### config.mk
export PLATFORM = sky130hd
export DESIGN_NAME = execute_stage
export DESIGN_NICKNAME = d
export VERILOG_FILES = /design/src/rtl/execute_stage.sv
export SDC_FILE = /design/constraint.sdc
export NUM_CORES = 2
export LEC_CHECK = 0
export ABC_AREA = 0
export BUFFER_PORTS_ARGS = -buffer_cell sky130_fd_sc_hd__buf_4
export CORE_MARGIN = 2
export CORE_UTILIZATION = 35
export DETAILED_ROUTE_END_ITERATION = 16
export GPL_ROUTABILITY_DRIVEN = 0
export PLACE_DENSITY = 0.57
export SETUP_SLACK_MARGIN = 0.15
export SLEW_MARGIN = 15
export SYNTH_ARGS = -nofsm -noshare
export SYNTH_HDL_FRONTEND = slang
export SYNTH_SLANG_ARGS = --single-unit
### constraint.sdc
create_clock -name clk -period 10.25 [get_ports clk]
set_clock_uncertainty 0.05 [all_clocks]
set_input_delay 0.5125 -clock clk [delete_from_list [all_inputs] [get_ports clk]]
set_output_delay 0.5125 -clock clk [all_outputs]
set_load 0.03 [all_outputs]
### src/rtl/execute_stage.sv
// execute_stage: RSA ASIP execute stage with single-cycle ALU and multi-cycle interleaved a*b mod m
// Ports: clk/reset (sync, active-high); in_valid/in_ready upstream handshake; op, src_a, src_b, src_m operands;
// write_data_in, mem_write_in, dst_in sideband; out_valid, result, write_data, mem_write, dst_out, err registered outputs.
module execute_stage #(
    parameter int N = 32
) (
    input  logic         clk,
    input  logic         reset,
    input  logic         in_valid,
    output logic         in_ready,
    input  logic [2:0]   op,
    input  logic [N-1:0] src_a,
    input  logic [N-1:0] src_b,
    input  logic [N-1:0] src_m,
    input  logic [N-1:0] write_data_in,
    input  logic         mem_write_in,
    input  logic [3:0]   dst_in,
    output logic         out_valid,
    output logic [N-1:0] result,
    output logic [N-1:0] write_data,
    output logic         mem_write,
    output logic [3:0]   dst_out,
    output logic         err
);
    localparam int IW = $clog2(N);
    typedef enum logic {IDLE, MODMUL} state_t;
    state_t          r_state, w_next;
    logic [N-1:0]    r_a, r_b, r_m, r_wd;
    logic [N+1:0]    r_p;
    logic [IW-1:0]   r_i;
    logic            r_mw;
    logic [3:0]      r_dst;
    logic            w_accept, w_mm_ok, w_start, w_done, w_alu_err;
    logic [N-1:0]    w_alu;
    logic [N+1:0]    w_m, w_t0, w_t1, w_t2, w_t3;
    // m = 0 fails automatically since nothing is unsigned-less-than zero
    assign w_mm_ok   = (src_a < src_m) && (src_b < src_m);
    assign w_accept  = in_valid && in_ready;
    assign w_start   = w_accept && op == 3'b110 && w_mm_ok;
    assign w_alu_err = op == 3'b111 || (op == 3'b110 && !w_mm_ok);
    assign w_done    = r_state == MODMUL && r_i == '0;
    // MODMUL and reserved ops yield 0 here; the violating-MODMUL path reports that 0 with err
    always_comb begin
        w_alu = op == 3'b000 ? src_a + src_b :
                op == 3'b001 ? src_a - src_b :
                op == 3'b010 ? src_a & src_b :
                op == 3'b011 ? src_a | src_b :
                op == 3'b100 ? src_a ^ src_b :
                op == 3'b101 ? src_a * src_b : '0;
    end
    // One interleaved step: P stays below M, so each conditional subtract fires at most once
    always_comb begin
        w_m  = {2'b00, r_m};
        w_t0 = r_p << 1;
        w_t1 = w_t0 >= w_m ? w_t0 - w_m : w_t0;
        w_t2 = w_t1 + (r_b[r_i] ? {2'b00, r_a} : '0);
        w_t3 = w_t2 >= w_m ? w_t2 - w_m : w_t2;
    end
    always_ff @(posedge clk) begin
        if (reset) r_state <= IDLE;
        else       r_state <= w_next;
    end
    always_comb begin
        w_next = r_state == IDLE ? (w_start ? MODMUL : IDLE) : (w_done ? IDLE : MODMUL);
    end
    always_comb begin
        in_ready = r_state == IDLE;
    end
    always_ff @(posedge clk) begin
        if (reset) begin
            out_valid  <= 1'b0;
            result     <= '0;
            write_data <= '0;
            mem_write  <= 1'b0;
            dst_out    <= '0;
            err        <= 1'b0;
            r_a        <= '0;
            r_b        <= '0;
            r_m        <= '0;
            r_p        <= '0;
            r_i        <= '0;
            r_wd       <= '0;
            r_mw       <= 1'b0;
            r_dst      <= '0;
        end else begin
            out_valid <= 1'b0;
            mem_write <= 1'b0;
            if (w_accept && !w_start) begin
                out_valid  <= 1'b1;
                result     <= w_alu;
                err        <= w_alu_err;
                write_data <= write_data_in;
                mem_write  <= mem_write_in;
                dst_out    <= dst_in;
            end
            if (w_start) begin
                r_a   <= src_a;
                r_b   <= src_b;
                r_m   <= src_m;
                r_p   <= '0;
                r_i   <= IW'(N - 1);
                r_wd  <= write_data_in;
                r_mw  <= mem_write_in;
                r_dst <= dst_in;
            end
            if (r_state == MODMUL) begin
                r_p <= w_t3;
                r_i <= r_i - 1'b1;
                if (w_done) begin
                    out_valid  <= 1'b1;
                    result     <= w_t3[N-1:0];
                    err        <= 1'b0;
                    write_data <= r_wd;
                    mem_write  <= r_mw;
                    dst_out    <= r_dst;
                end
            end
        end
    end
endmodule

# ---- Word-level counts from Yosys, hierarchy flattened
# Cells that the tools add are included.
dict set report word_totals {
  reg_bits 243
  inputBits 139
  out_inout_bits 72
  wordCells 87
}
dict set report classes {
  addsub 6
  multipliers 1
  order_cmp 5
  n_eq_ne 7
  n_mux 36
  n_bitwise 4
  reduce_logical 13
}
# operator n
set ops {}
lappend ops {{two-way mux 32 bit} 13}
lappend ops {{two-way mux 33 bit} 3}
lappend ops {{greater-or-equal comparator 34 x 32 -> 1 bit} 2}
lappend ops {{less-than comparator 32 bit} 2}
lappend ops {{adder 34 x 32 -> 34 bit} 1}
lappend ops {{two-way mux 34 bit} 1}
lappend ops {{subtractor 34 x 32 -> 34 bit} 1}
lappend ops {{subtractor 33 x 32 -> 33 bit} 1}
lappend ops {{adder 32 bit} 1}
lappend ops {{AND 32 bit} 1}
lappend ops {{multiplier 32 x 32 -> 32 bit} 1}
lappend ops {{bitwise OR 32 bit} 1}
lappend ops {{subtractor 32 bit} 1}
lappend ops {{XOR 32 bit} 1}
lappend ops {{two-way mux 1 bit} 13}
lappend ops {{equality test 3 bit (second input constant)} 4}
lappend ops {{two-way mux 4 bit} 3}
lappend ops {{two-way mux 5 bit} 2}
lappend ops {{logical AND 1 bit} 7}
lappend ops {{equality test 3 x 2 -> 1 bit (second input constant)} 2}
lappend ops {{less-than comparator 5 x 6 -> 1 bit (second input constant)} 1}
lappend ops {{binary-select mux 1 bit (select 5 bit)} 1}
lappend ops {{logical NOT 5 bit} 1}
lappend ops {{subtractor 5 x 1 -> 5 bit (second input constant)} 1}
lappend ops {{other kinds (6)} 7}

# ---- Longest topological paths before layout
dict set report logic_depth {
  ltp_word 10
  depth_mapped 39
  ltp_nobuf 35
}

# ---- Least setup slack after synthesis
# No wires, ideal clock.
dict set report synth_timing {
  path_type {in2reg}
  startpoint {in src_b[2]}
  endpoint {reg result[29]}
  t_arrival_ps 7780
  t_required_ps 10086
  setup_slack_ps 2305
  stages 29
  cell_sequence {clkbuf_1 -> inv_1 -> clkbuf_1 -> nor2_1 -> fa_1 -> inv_1 -> fa_1 -> fa_1 -> fa_1 -> inv_1 -> fa_1 -> inv_1 -> fa_1 -> inv_1 -> fa_1 -> fa_1 -> ha_1 -> a21oi_1 -> o21ai_0 -> a221o_1 -> a211oi_1 -> a21oi_1 -> or4_1 -> o21ai_0 -> xor2_1 -> a211oi_1 -> o22a_1 -> a211oi_1 -> a2111oi_0}
}
dict set report synth_via {
  elab_chain_len 10
  elab_cells_between_ends 17
  cone_classes {2 x add/sub; 1 x mul; 1 x order compare; 9 x mux; 4 x reduce/logical}
}
# item line
set synth_lines {}
lappend synth_lines {{start: declaration} 13} ;# input logic [N-1:0] src_b,
lappend synth_lines {{multiplier 32 x 32 -> 32 bit} 49} ;# op == 3'b101 ? src_a * src_b : '0;
lappend synth_lines {{two-way mux 32 bit} 49}
lappend synth_lines {{two-way mux 32 bit} 48} ;# op == 3'b100 ? src_a ^ src_b :
lappend synth_lines {{two-way mux 32 bit} 47} ;# op == 3'b011 ? src_a | src_b :
lappend synth_lines {{two-way mux 32 bit} 46} ;# op == 3'b010 ? src_a & src_b :
lappend synth_lines {{two-way mux 32 bit} 45} ;# op == 3'b001 ? src_a - src_b :
lappend synth_lines {{two-way mux 32 bit} 44} ;# w_alu = op == 3'b000 ? src_a + src_b :
lappend synth_lines {{two-way mux 32 bit (*)} 88} ;# if (w_accept && !w_start) begin
lappend synth_lines {{two-way mux 32 bit} 109} ;# if (w_done) begin
lappend synth_lines {{two-way mux 32 bit (*)} 106} ;# if (r_state == MODMUL) begin
lappend synth_lines {{end signal: assignment} 90} ;# result <= w_alu;
lappend synth_lines {{end signal: assignment} 111} ;# result <= w_t3[N-1:0];
lappend synth_lines {{end: declaration} 19} ;# output logic [N-1:0] result,
# Every way passes the cells marked *; elsewhere a longest branch is shown, timed or not.
# A chain may end at the register's enable or synchronous reset.

# ---- Worst setup path in the final report
dict set report layout_timing {
  startpoint {reg r_m[0]}
  endpoint {reg result[31]}
}
dict set report layout_via {
  elab_chain_len 7
  elab_cells_between_ends 9
  cone_classes {3 x add/sub; 2 x order compare; 4 x mux}
}
# item line
set layout_lines {}
lappend layout_lines {{start: declaration} 28} ;# logic [N-1:0] r_a, r_b, r_m, r_wd;
lappend layout_lines {{start signal: assignment} 99} ;# r_m <= src_m;
lappend layout_lines {{subtractor 34 x 32 -> 34 bit or greater-or-equal comparator 34 x 32 -> 1 bit (tied branches)} 55} ;# w_t1 = w_t0 >= w_m ? w_t0 - w_m : w_t0;
lappend layout_lines {{two-way mux 34 bit} 55}
lappend layout_lines {{adder 34 x 32 -> 34 bit} 56} ;# w_t2 = w_t1 + (r_b[r_i] ? {2'b00, r_a} : '0);
lappend layout_lines {{subtractor 33 x 32 -> 33 bit or greater-or-equal comparator 34 x 32 -> 1 bit (tied branches)} 57} ;# w_t3 = w_t2 >= w_m ? w_t2 - w_m : w_t2;
lappend layout_lines {{two-way mux 33 bit (*)} 57}
lappend layout_lines {{two-way mux 32 bit (*)} 109}
lappend layout_lines {{two-way mux 32 bit (*)} 106}
# Marked as above.

==> results by group <==
Run status
  • Status: complete, no violations

Synth
  • Cells after Synth: 4553
  • Share of the synthesized area in the top cell type: 23.11%
  • Top FF cell, synth: dfxtp_1
  • Yosys cell types: 83
  • Top-count cell post-synth: nand2_1
  • EDFF count, synth: 0
  • Asr flop ratio synth: 0%
  • Post-synthesis sequential area ratio: 13.59%
  • Post-Syn Area: 0.03578 mm^2
  • Yosys warnings: 0
  • Synth area leaders: fa_1 (23%), dfxtp_1 (14%), ha_1 (13%)
  • Yosys reg bits: 243
  • Synth top cells by count: nand2_1 (646), nor2_1 (563), inv_1 (557), fa_1 (413), ha_1 (377)
  • Yosys top cell by area: fa_1
  • Mean post-synth cell area: 7.859 um^2
  • Syn Nets: 5482

Critical path
  • Type of the worst setup path: reg -> reg
  • WP data required: 10.64 ns
  • Critical Path Sink Type: register
  • Largest stage delay, worst path: 0.52 ns
  • Worst Setup Start Kind: register
  • Worst EP arrival: 9.58 ns
  • Bufs and invs on worst path: 3
  • Slowest-stage cell, CP: buf_4
  • Most used cell along the critical path: a21o_1
  • CP top delay family: compound AO/OA/AOI/OAI gates
  • Largest fanout on the critical path: 42

Floorplanning
  • Core Rows: 117
  • Die Y: 323.7 um
  • Initial core utilization: 35.22%
  • Die area: 0.1048 mm^2
  • Core Footprint: 0.1016 mm^2
  • Top Ports: 211
  • Die span in x: 323.7 um

Clocking
  • CTS Sinks: 243
  • Clock-pin slew on the worst setup and hold paths: 0.06 ns
  • Clk buf depth: 3
  • Hold-fix buffers, CTS: 0
  • Post-CTS sizing: 0
  • CTS tree: done
  • Post-CTS setup buffers: 0
  • TritonCTS Buffers: 26
  • Clock Tree Root: clkbuf_16
  • H-Tree Depth: 1
  • Clock Latency Late Sink: 0.58 ns

GRT
  • First-pass GRT wire length: 211500 um
  • Largest net degree at the start of global routing: 76
  • All-Layer GR Usage: 27.02%
  • Total gr overflow: 0
  • Vias in the first global route: 32331
  • Antenna violations before repair: 4

Routing
  • WL final: 143500 um
  • Vias per cell: 5.555
  • DRT iter0 DRCs: 3047
  • Post-DRT Antenna Nets: 0
  • Vias: 33236
  • DRC violations left: 0
  • Initial DRT Pass Iterations: 6
  • DR WL/cell: 23.99 um

Layout
  • Layout cells sized above 1: 7.389%
  • Layout Nets: 5524
  • Area Growth Syn to Fin: 10.04%
  • N_diodes: 0
  • Post-route insts no fill: 5983

Placement
  • DP Cell Count: 5935
  • PortBufs: 210
  • DP HPWL: 109600 um

Timing
  • Max-slew violation count: 0
  • Unrepaired setup endpoints after global routing: false
  • Period minus WS final: 9.190 ns
  • Setup Total Neg Slack: 0 ns
  • Fin crit share: 89.66%
  • Slew headroom: 19.62%
  • Worst-Margin Slew: 1.203 ns
  • Achievable Freq: 0.1088 GHz
  • Setup violators final: 0
  • Hold Slack: 0.1432 ns
  • Final hold violations: 0

Worst hold path
  • Hold Path Class: in -> reg

Run
  • MaxCap Viol Count: 0
==> state kept, by name (all words and copies together) (netlist names) <==
name / flops
r_p: 33
r_b: 32
mem_write: 1
dst_out: 4
r_a: 32
result: 32
r_wd: 32
r_m: 32
err: 1
write_data: 32
out_valid: 1
r_state: 1
r_mw: 1
r_dst: 4
r_i: 5
==> stage by stage <==
step | util, % | area [um^2] | setup slack (ns)
after global routing | 38.76 | 39380 | 0.4601
after detailed placement | 37.91 | 38520 | 1.199
after global placement | 37.91 | 38520 | 1.341
after floorplan | - | 35780 | 2.305
after CTS | 38.76 | 39380 | 1.138
final | 38.76 | 39380 | 1.060
==> cell type report <==
type | instances | area (um^2)
clock inverter | 6 | 58.81
tap | 1368 | 1712
fill | 10725 | 62220
multi-input combinational | 3505 | 27950
clock buffer | 42 | 802.0
sequential | 243 | 4865
inverter | 575 | 2158
timing repair buffer | 244 | 1836
==> path summary, 6_finish.rpt <==
| path | depth (start not counted) | to | start | slack [ns] |
|---|---|---|---|---|
| worst max-delay path | 34 | result[31] | r_m[0] | 1.06 |
| worst min-delay path | 3 | r_wd[18] | write_data_in[18] | 0.14 |
| worst max register to register | 34 | result[31] | r_m[0] | 1.06 |
| worst min register to register | 2 | r_a[28] | r_a[28] | 0.40 |
==> routing by layer <==
| layer | track usage (%) | share of wire [%] |
|---|---|---|
| met5 | 0 | 0.042 |
| met4 | 8.868 | 3.9 |
| met3 | 5.688 | 9.1 |
| met2 | 41.63 | 44 |
| met1 | 37.55 | 43 |
==> cells in the final DEF, fill, tap and decap left out, types with 8 or more instances in the layout <==
cell type and count:
a21o_1 89, clkbuf_1 8, mux4_2 10, o211ai_1 20, xor2_1 62, a221oi_1 22, clkinv_1 13, a21oi_1 339
nor2b_1 53, dfxtp_1 243, o21bai_1 22, nor4_1 27, and3_1 18, nand4_1 28, mux2i_1 57, nor3_1 45
nand3_1 26, o31ai_1 14, nand2b_1 33, nand2_1 644, buf_4 243, inv_1 557, o22ai_1 21, fa_1 413
clkbuf_16 27, o21a_1 35, a2111oi_0 19, a211oi_1 67, o31a_1 9, xnor2_1 124, ha_1 377, a31oi_1 21
nor2_1 562, or3_1 12, o221ai_1 10, o21ai_0 182
==> worst register-to-register path: cells and delay by family, from the launching register on <==
family | cells | cell delay (ns)
flip-flops | 1 | 0.39
adder cells (fa/ha/maj) | 3 | 1.29
buffers and inverters | 3 | 1.09
multiplexers | 1 | 0.24
AO/OA/AOI/OAI | 17 | 4.03
AND/OR/NAND/NOR | 10 | 1.95
==> cell families (layout without fill, tap and decap cells) <==
kind of cell,after synthesis,count (layout),synth area share (%)
fa+ha+maj,790,790,36.29
simple gates,1498,1498,17.70
buf+inv,805,867,8.497
xor+xnor,186,186,4.553
flops,243,243,13.59
compound gates,957,957,16.92
mux,74,74,2.451
Power is not shown: default switching activity piles up to over one toggle a cycle in this logic, so the estimate is an artifact.
